File: config.mk
export PLATFORM = sky130hd
export DESIGN_NAME = mem_controller
export DESIGN_NICKNAME = d
export VERILOG_FILES = /design/src/rtl/mem_controller_pkg.sv /design/src/rtl/mem_controller.sv
export SDC_FILE = /design/constraint.sdc
export NUM_CORES = 1
export LEC_CHECK = 0
export CORE_MARGIN = 2
export CORE_UTILIZATION = 25
export DETAILED_ROUTE_END_ITERATION = 8
export GPL_ROUTABILITY_DRIVEN = 0
export PLACE_DENSITY = 0.76
export SYNTH_ARGS = -nofsm -noshare
export SYNTH_HDL_FRONTEND = slang
export SYNTH_SLANG_ARGS = --single-unit
File: constraint.sdc
create_clock -name clk -period 3.25 [get_ports clk]
set_clock_uncertainty 0.1 [all_clocks]
set_input_delay 0.4875 -clock clk [delete_from_list [all_inputs] [get_ports clk]]
set_output_delay 0.4875 -clock clk [all_outputs]
set_load 0.05 [all_outputs]
File: src/rtl/mem_controller_pkg.sv
// ============================================================================
// mem_controller_pkg : shared defaults and FSM state encoding
// Rev 1.0 - initial release
// ============================================================================
`default_nettype none

package mem_controller_pkg;

  localparam int c_ADDR_W = 9;
  localparam int c_DATA_W = 32;
  localparam int c_LEN_W  = 3;

  typedef enum logic [1:0] {
    IDLE = 2'd0,
    RD   = 2'd1,
    WR   = 2'd2,
    DONE = 2'd3
  } state_t;

endpackage

`default_nettype wire

File: src/rtl/mem_controller.sv
// ============================================================================
// mem_controller : single-port RAM burst controller, 1..8 beats per burst
// Rev 1.0 - initial release
// ============================================================================
`default_nettype none

module mem_controller
  import mem_controller_pkg::*;
#(
  parameter int ADDR_W = c_ADDR_W,
  parameter int DATA_W = c_DATA_W,
  parameter int LEN_W  = c_LEN_W
) (
  input  logic              clk,
  input  logic              reset_n,
  // CPU side
  input  logic              req,
  input  logic              wr,
  input  logic [ADDR_W-1:0] addr,
  input  logic [LEN_W-1:0]  len,
  input  logic [DATA_W-1:0] wdata,
  output logic              ready,
  output logic              wdata_take,
  output logic [DATA_W-1:0] rdata,
  output logic              rdata_valid,
  output logic              done,
  // RAM side
  output logic              mem_read,
  output logic              mem_write,
  output logic [ADDR_W-1:0] mem_addr,
  output logic [DATA_W-1:0] mem_din,
  input  logic [DATA_W-1:0] mem_dout
);

  localparam logic [ADDR_W-1:0] c_ADDR_ONE = 1;
  localparam logic [LEN_W-1:0]  c_LEN_ONE  = 1;

  state_t            r_state;
  state_t            w_state_nxt;
  logic [ADDR_W-1:0] r_cur_addr;
  logic [LEN_W-1:0]  r_beats_left;
  logic              r_dir;
  logic              r_rdata_valid;
  logic              w_accept;
  logic              w_beat;
  logic              w_last;

  always_comb begin
    w_state_nxt = r_state;
    ready       = 1'b0;
    mem_read    = 1'b0;
    mem_write   = 1'b0;
    wdata_take  = 1'b0;
    done        = 1'b0;
    mem_addr    = '0;
    mem_din     = '0;
    w_accept    = 1'b0;
    w_beat      = 1'b0;
    w_last      = (r_beats_left == '0);
    case (r_state)
      IDLE: begin
        ready = 1'b1;
        if (req) begin
          w_accept    = 1'b1;
          w_state_nxt = wr ? WR : RD;
        end
      end
      // Strobes are also gated by the latched direction so the two can
      // never overlap even if the state register were corrupted.
      RD: begin
        mem_read = ~r_dir;
        mem_addr = r_cur_addr;
        w_beat   = 1'b1;
        if (w_last) w_state_nxt = DONE;
      end
      WR: begin
        mem_write  = r_dir;
        mem_addr   = r_cur_addr;
        mem_din    = wdata;
        wdata_take = 1'b1;
        w_beat     = 1'b1;
        if (w_last) w_state_nxt = DONE;
      end
      DONE: begin
        done        = 1'b1;
        w_state_nxt = IDLE;
      end
      default: w_state_nxt = IDLE;
    endcase
  end

  always_ff @(posedge clk or negedge reset_n) begin
    if (!reset_n) r_state <= IDLE;
    else          r_state <= w_state_nxt;
  end

  always_ff @(posedge clk or negedge reset_n) begin
    if (!reset_n) begin
      r_cur_addr    <= '0;
      r_beats_left  <= '0;
      r_dir         <= 1'b0;
      r_rdata_valid <= 1'b0;
    end else begin
      r_rdata_valid <= mem_read;
      if (w_accept) begin
        r_cur_addr   <= addr;
        r_beats_left <= len;
        r_dir        <= wr;
      end else if (w_beat) begin
        r_cur_addr <= r_cur_addr + c_ADDR_ONE;
        if (!w_last) r_beats_left <= r_beats_left - c_LEN_ONE;
      end
    end
  end

  // RAM output is already registered, so read data passes straight through.
  assign rdata       = mem_dout;
  assign rdata_valid = r_rdata_valid;

endmodule

`default_nettype wire

# Yosys cells after proc, flatten, opt, wreduce, memory -nomap -nowiden
# Index checks and enable logic that the tools add are counted.
[classes]
n_bitwise = 1
n_reduce_logical = 6
mux = 19
n_addsub = 2
eq_ne = 6
[ops]
columns = ["op", "count"]
rows = [
  ["2-to-1 mux 32 bit", 1],
  ["2-to-1 mux 9 bit", 3],
  ["adder 9 x 1 -> 9 bit (second input constant)", 1],
  ["2-to-1 mux 3 bit", 3],
  ["2-to-1 mux 1 bit", 8],
  ["2-to-1 mux 2 bit", 3],
  ["case mux 2 bit (3 select lines)", 1],
  ["equality test 2 bit (second input constant)", 2],
  ["!= test 2 bit (second input constant)", 2],
  ["AND reduction 2 bit", 2],
  ["logical NOT 3 bit", 1],
  ["subtractor 3 x 1 -> 3 bit (second input constant)", 1],
  ["equality test 2 x 1 -> 1 bit (second input constant)", 1],
  ["logical NOT 2 bit", 1],
  ["!= test 2 x 1 -> 1 bit (second input constant)", 1],
  ["nonzero test 2 bit", 1],
  ["OR reduction 2 bit", 1],
  ["inverter 1 bit", 1],
]
[word_totals]
in_bits = 80
regBits = 16
out_inout_bits = 79

# Logic depth before layout (Yosys ltp)
[depth]
ltp_word = 5
mapped_depth = 6

# Worst setup path before layout
# OpenSTA, ideal clock, no wires.
[synth_path]
path_type = "register to output"
start = "register r_state[1]"
end = "output mem_addr[8]"
path_buffers = 2
setup_slack_ps = 1000
path_stages_with_launch = 6
arrival_ps = 1663
path_cell_list = "dfrtp_1 > inv_1 > ha_1 > buf_2 > clkbuf_1 > and2_1"
[synth_via]
elab_chain_len = 3
word_cells_on_any_way = 4
[synth_rtl]
columns = ["element", "line", "source"]
rows = [
  ["start: declaration", "mem_controller.sv:38", "state_t r_state;"],
  ["start signal: assignment", "mem_controller.sv:94", "else r_state <= w_state_nxt;"],
  ["equality test 2 bit or equality test 2 x 1 -> 1 bit (tied branches)", "mem_controller.sv:60", "case (r_state)"],
  ["OR reduction 2 bit (no source line) *", "-", ""],
  ["2-to-1 mux 9 bit *", "mem_controller.sv:60", ""],
  ["end: declaration", "mem_controller.sv:30", "output logic [ADDR_W-1:0] mem_addr,"],
]
# Every way passes the cells marked *; elsewhere a longest branch is shown, timed or not.

# Worst setup path in the final report
[layout_path]
start = "register r_state[0]"
end = "output mem_addr[3]"
# The elaborated chain is that of the path after synthesis.

==> impl_metrics.yaml <==
synth:
  ys_seq_area_frac: 0.267
  ys_ff_latch: 16
  synth-async-reset-ratio: 1.00
  synth_cell_type_count: 28
  synth-edff-count: 0
  synth_most_common_cell: "and2_1"
  avgSynthCellArea_um2: 8.34
  synth_nets: 269
  syn-cell-area_um2: 1500
  netlist_instances: 180
  yosysTopAreaCell: "dfrtp_1"
  yosysWarnings: 0
  synth_top_area_frac: 0.267
  yosys_most_used_dff: "dfrtp_1"
  synth_common_cells: "and2_1 (44), buf_4 (32), dfrtp_1 (16), nand2_1 (13), o21ai_0 (11)"
  synth_area_leaders: "dfrtp_1 (27%), and2_1 (18%), buf_4 (16%)"
finish:
  multi_input_comb_area_um2: 806
  instances_no_fill: 316
  fill_cells: 577
  area_delta_synth_final_pct: 55.2
  seqCellArea_um2: 400
  fin_nets: 331
  drive_above_1_share: 0.0456
  final_util: 0.398
  antenna_cells: 0
cts:
  clock-root-buffer: "clkbuf_8"
  cts_buffers: 3
  cts.sinks: 16
  clk_latency_ns: 0.25
  ctsHoldBuffers: 0
  postCtsSetupBuffers: 0
  cts_max_path_buffers: 2
  cts_max_level: 1
  clk_pin_slew_ns: 0.07
  cts_tree: "yes"
  cts_resized: 0
floorplanning:
  initial_utilization: 0.257
  die_w_um: 81.5
  io_pins: 159
  design.core.area_um2: 5850
  die_y_um: 81.5
  core.rowCount: 28
  dieArea_um2: 6640
drt:
  wl_met1_um: 1550
  dr.first_iter.drc_count: 37
  wl_met2_um: 1840
  routed.top_layer: "met4"
  drt-vias-per-instance: 4.34
  num_vias: 1372
  wl_per_cell_um: 12.0
  wl_um: 3800
  dr.pass1.iters: 4
  remaining_drc_errors: 0
  ant_nets: 0
  dr_wl_met3_um: 386
critical_path:
  critPathBufInv: 2
  r2r_slack_ns: 1.10
  ff2ff_path_depth: 6
  startpoint_type: "flop"
  critical_path_class: "flop to output pin"
  cp_max_fo: 14
  crit_chain: "inv_1 > ha_1 > and2_2 > clkdlybuf4s50_1"
  cp-end-kind: "output pin"
  cpLargestDelayFamily: "buffers and inverters"
  crit_arrival_ns: 2.28
  r2r-end: "r_cur_addr[5]$_DFFE_PN0P_"
  r2r-start: "r_state[0]$_DFFE_PN0P_"
  max_stage_delay_ns: 0.79
  crit_slowest_cell: "clkdlybuf4s50_1"
  required_ns: 2.66
placement:
  place_inst: 312
  io_buffers: 94
  dpl.hpwl_um: 3090
pwr:
  power_w: 0.00266
  peakVddDrop_mv: 0.554
  p_leak_nw: 0.944
  power.density_nw_per_um2: 1140
global_route:
  overflow: 0
  grt_pass1_vias: 1304
  antenna_found_initial: 0
  grtUsageTotal: 0.111
  grt_pass1_wl_um: 5920
  grt_max_degree: 34
timing:
  period_minus_slack_ns: 2.87
  tightest_slew_ns: 0.763
  fmax_mhz: 349
  hold_viol: 0
  hold_ws_ns: 0.363
  finalSetupViolCount: 0
  timing.final.crit_share: 0.882
  tns_ns: 0
  slew_violations: 0
  relSlewSlack: 0.490
  grt_setup_unrepaired: "false"
hold_path:
  worstHoldStart: "r_dir$_DFFE_PN0P_"
  min_path_cells: 1
  hp-class: "flop to flop"
  holdPathEnd: "rdata_valid$_DFF_PN0_"
outcome:
  outcome: "complete, no violations"
job:
  cap_violations: 0
==> where the power goes <==
| part | internal, W | switching (W) | total [W] |
|---|---|---|---|
| Combinational | 0.000762 | 0.00132 | 0.00208 |
| Sequential | 0.000305 | 0.000100 | 0.000406 |
| Clock | 0.000108 | 0.0000709 | 0.000178 |
==> cell type report <==
cell class,count,share of cell area
inverter,5,0.00806
timing repair buffer,96,0.410
sequential,16,0.172
clock buffer,4,0.0236
tap,75,0.0403
multi-input combinational,120,0.346
==> flip-flops by register name (all words and copies together), names as in the netlist <==
register and cells:
r_beats_left 3, r_cur_addr 9, r_dir 1, r_state 2, rdata_valid 1
==> how the worst max path moves through the flow <==
stage,start,endpoint,slack (ns),depth (start not counted)
after floorplan,r_state[1]$_DFFE_PN0P_,mem_addr[8],1.0,5
after global placement,r_state[1]$_DFFE_PN0P_,mem_addr[3],0.71,4
after detailed placement,r_state[0]$_DFFE_PN0P_,mem_addr[3],0.65,4
after CTS,r_state[0]$_DFFE_PN0P_,mem_addr[3],0.38,4
after global routing,r_state[1]$_DFFE_PN0P_,mem_addr[0],0.26,4
final,r_state[0]$_DFFE_PN0P_,mem_addr[3],0.38,4
==> placed cells by master, fill, tap and decap left out, types with 5 or more instances in the layout <==
master | synthesis | final
and2_1 | 44 | 44
clkdlybuf4s50_1 | 0 | 94
dfrtp_1 | 16 | 16
ha_1 | 9 | 9
inv_1 | 5 | 5
mux2i_1 | 6 | 6
nand2_1 | 13 | 13
nand3_1 | 5 | 5
o21ai_0 | 11 | 11
==> worst reg2reg max path, delay by kind of cell, from the launching register on <==
family                   cells  cell delay, ns
adder cells (fa/ha/maj)      1            0.53
AO/OA/AOI/OAI                1            0.18
flip-flops                   1            0.38
AND/OR/NAND/NOR              2            0.51
buffers and inverters        2            0.37
==> logic make-up (layout without fill, tap and decap cells) <==
| logic type | Yosys count | after routing | share of synthesized area |
|---|---|---|---|
| fa+ha+maj | 9 | 9 | 0.0750 |
| buf+inv | 44 | 105 | 0.197 |
| compound gates | 22 | 22 | 0.0908 |
| flops | 16 | 16 | 0.267 |
| mux | 7 | 7 | 0.0475 |
| simple gates | 79 | 79 | 0.306 |
| xor+xnor | 3 | 3 | 0.0175 |
==> through the flow <==
step	setup slack (ns)	area [µm²]
floorplan	1.00	1500
detailed placement	0.646	2270
CTS	0.378	2330
finish	0.384	2330
global route	0.256	2330
global placement	0.709	2270
==> metal layers <==
layer,up-vias,global-route usage
met5,-,0
met4,0,0.0237
met3,4,0.0396
met2,63,0.190
met1,623,0.135
li1,682,-
No activity file was read; power rests on OpenSTA's default activity.
==> RTL change, RTL diff (config.mk and constraints unchanged) <==
The 4 states of `state_t` get a one-hot encoding in 4 bits.
--- a/src/rtl/mem_controller_pkg.sv
+++ b/src/rtl/mem_controller_pkg.sv
@@ -10,11 +10,11 @@
   localparam int c_DATA_W = 32;
   localparam int c_LEN_W  = 3;
 
-  typedef enum logic [1:0] {
-    IDLE = 2'd0,
-    RD   = 2'd1,
-    WR   = 2'd2,
-    DONE = 2'd3
+  typedef enum logic [3:0] {
+    IDLE = 4'b0001,
+    RD   = 4'b0010,
+    WR   = 4'b0100,
+    DONE = 4'b1000
   } state_t;
 
 endpackage
Behaviour: same outputs for any inputs over 10 cycles, from zero or initial values and one cycle with reset_n low; not proved beyond that.
==> RTL change against the original RTL <==
Sequential share of layout area increased by 2.3 points; area after synthesis up 4.9%; wire length increased by 5.3%; first-iteration DRC count up 22%; critical path type unchanged; hold slack improved by 45 ps; design area down 0.59%; setup slack worse by 29 ps; sequential cell count grew 2.
Power is not compared: it rests on default switching activity, and its combinational part moved more than twofold at a synthesized area within 25%.
==> RTL change: results (changes against the original RTL) <==
worst_setup_path:
  worstPathMaxFanout: 11  # -3
  rr_worst_depth: 4  # -2
  regToRegSetupSlack_ps: 1150  # +50 ps
  worstPathArrival_ps: 2310  # +30 ps
synth:
  postSynthNetCount: 267  # -0.74%
  yosysSeqAreaShare_pct: 28.7  # +2.0 points
  yosysUniqueCellTypes: 40  # +43%
  yosys-top-cells-area: "dfrtp_1 27%, buf_4 17%, and2_1 14%"
  ys_warn_count: 0  # unchanged
  netlist_top_cells_count: "36 x and2_1, 35 x buf_4, 17 x dfrtp_1"
finish:
  layout-drive-gt1-share_pct: 20.2  # +16 points
  biggestRegsByFlops: "r_cur_addr: 9 flops, r_state: 4 flops, r_beats_left: 3 flops"
  num-nets-final: 327  # -1.2%
run_status:
  outcome: "completed"
cts:
  number_of_buffers_added_by_the_clock_tree_synthesis_step: 3  # unchanged
detailed_routing:
  drt-wirelength-per-cell_um: 12.6  # +4.7%
  route.vias.total: 1421  # +3.6%
  drt_iter0_drc: 45  # +22%
grt:
  gr-usage-all-layers_pct: 11.3  # +0.13 points
  number_of_global_route_vias_before_repair: 1364  # +4.6%
  grt_start_max_net_pins: 35  # +2.9%
  grt_pass1_wl_mm: 6.57  # +11%
placed_design:
  hpwl_dp_mm: 3.16  # +2.2%
  preCtsSetupSlack_ps: 621  # -25.4 ps
  dpl-instance-area_sq_mm: 0.00226  # -0.60%
timing:
  max_slew.worst_pin.slew_ps: 820  # +56.5 ps
  period_minus_slack_ps: 2900  # +29.2 ps
worst_hold_path:
  timing.hold.worst_path_depth: 2  # +1
## RTL change: logic make-up (layout without fill, tap and decap cells)
kind of cell | count (synthesis) | count (layout) | synth area share [%]
AO/OA/AOI/OAI | 17 | 17 | 6.83
XOR/XNOR | 7 | 7 | 5.08
adder cells (fa/ha/maj) | 3 | 3 | 2.38
buffers and inverters | 46 | 105 | 19.9
flip-flops | 18 | 18 | 28.7
multiplexers | 2 | 2 | 1.35
AND/OR/NAND/NOR | 91 | 91 | 35.7
## RTL change: layout make-up
| class | instances | area (sq um) |
|---|---|---|
| clock buffer | 4 | 55.1 |
| sequential | 18 | 452 |
| fill | 587 | 3670 |
| timing repair buffer | 98 | 886 |
| inverter | 3 | 11.3 |
| tap | 75 | 93.8 |
| multi-input combinational | 120 | 818 |
## RTL change: worst paths after layout
check	to	from
max	mem_addr[2]	r_state[2]$_DFFE_PN0P_
min	r_dir$_DFFE_PN0P_	r_dir$_DFFE_PN0P_
max reg2reg	r_cur_addr[6]$_DFFE_PN0P_	r_state[0]$_DFFE_PN1P_
min reg2reg	r_dir$_DFFE_PN0P_	r_dir$_DFFE_PN0P_
max in group asynchronous	r_beats_left[2]$_DFFE_PN0P_	reset_n
min in group asynchronous	r_cur_addr[3]$_DFFE_PN0P_	reset_n
## RTL change: stage by stage
| stage | hold slack, ps | cells |
|---|---|---|
| final | 408 | 318 |
| after global routing | 455 | 318 |
| after CTS | 410 | 318 |
| after detailed placement | 394 | 314 |
| after global placement | 387 | 314 |
| after floorplan | 91.9 | 184 |
## RTL change: per-layer routing
layer  vias to the layer above  routed length [um]  global-route usage [%]
met1                       653                1670                    13.7
li1                        697                   -                       -
met2                        57                1970                    18.6
met3                        14                 296                    3.48
met4                         0                  68                    4.17
met5                         -                   0                       0
## RTL change: power breakdown
group	leakage, uW	internal [uW]	switching, uW
Sequential	0.000217	322	108
Combinational	0.000776	350	506
Clock	0.0000288	108	75.2
Total	0.00102	780	690
## RTL change: worst max-delay path, stage by stage, from the launching register on
cell,delay [ps]
dfrtp_1,600
xor2_1,180
buf_4,190
and3_1,240
clkdlybuf4s50_1,840
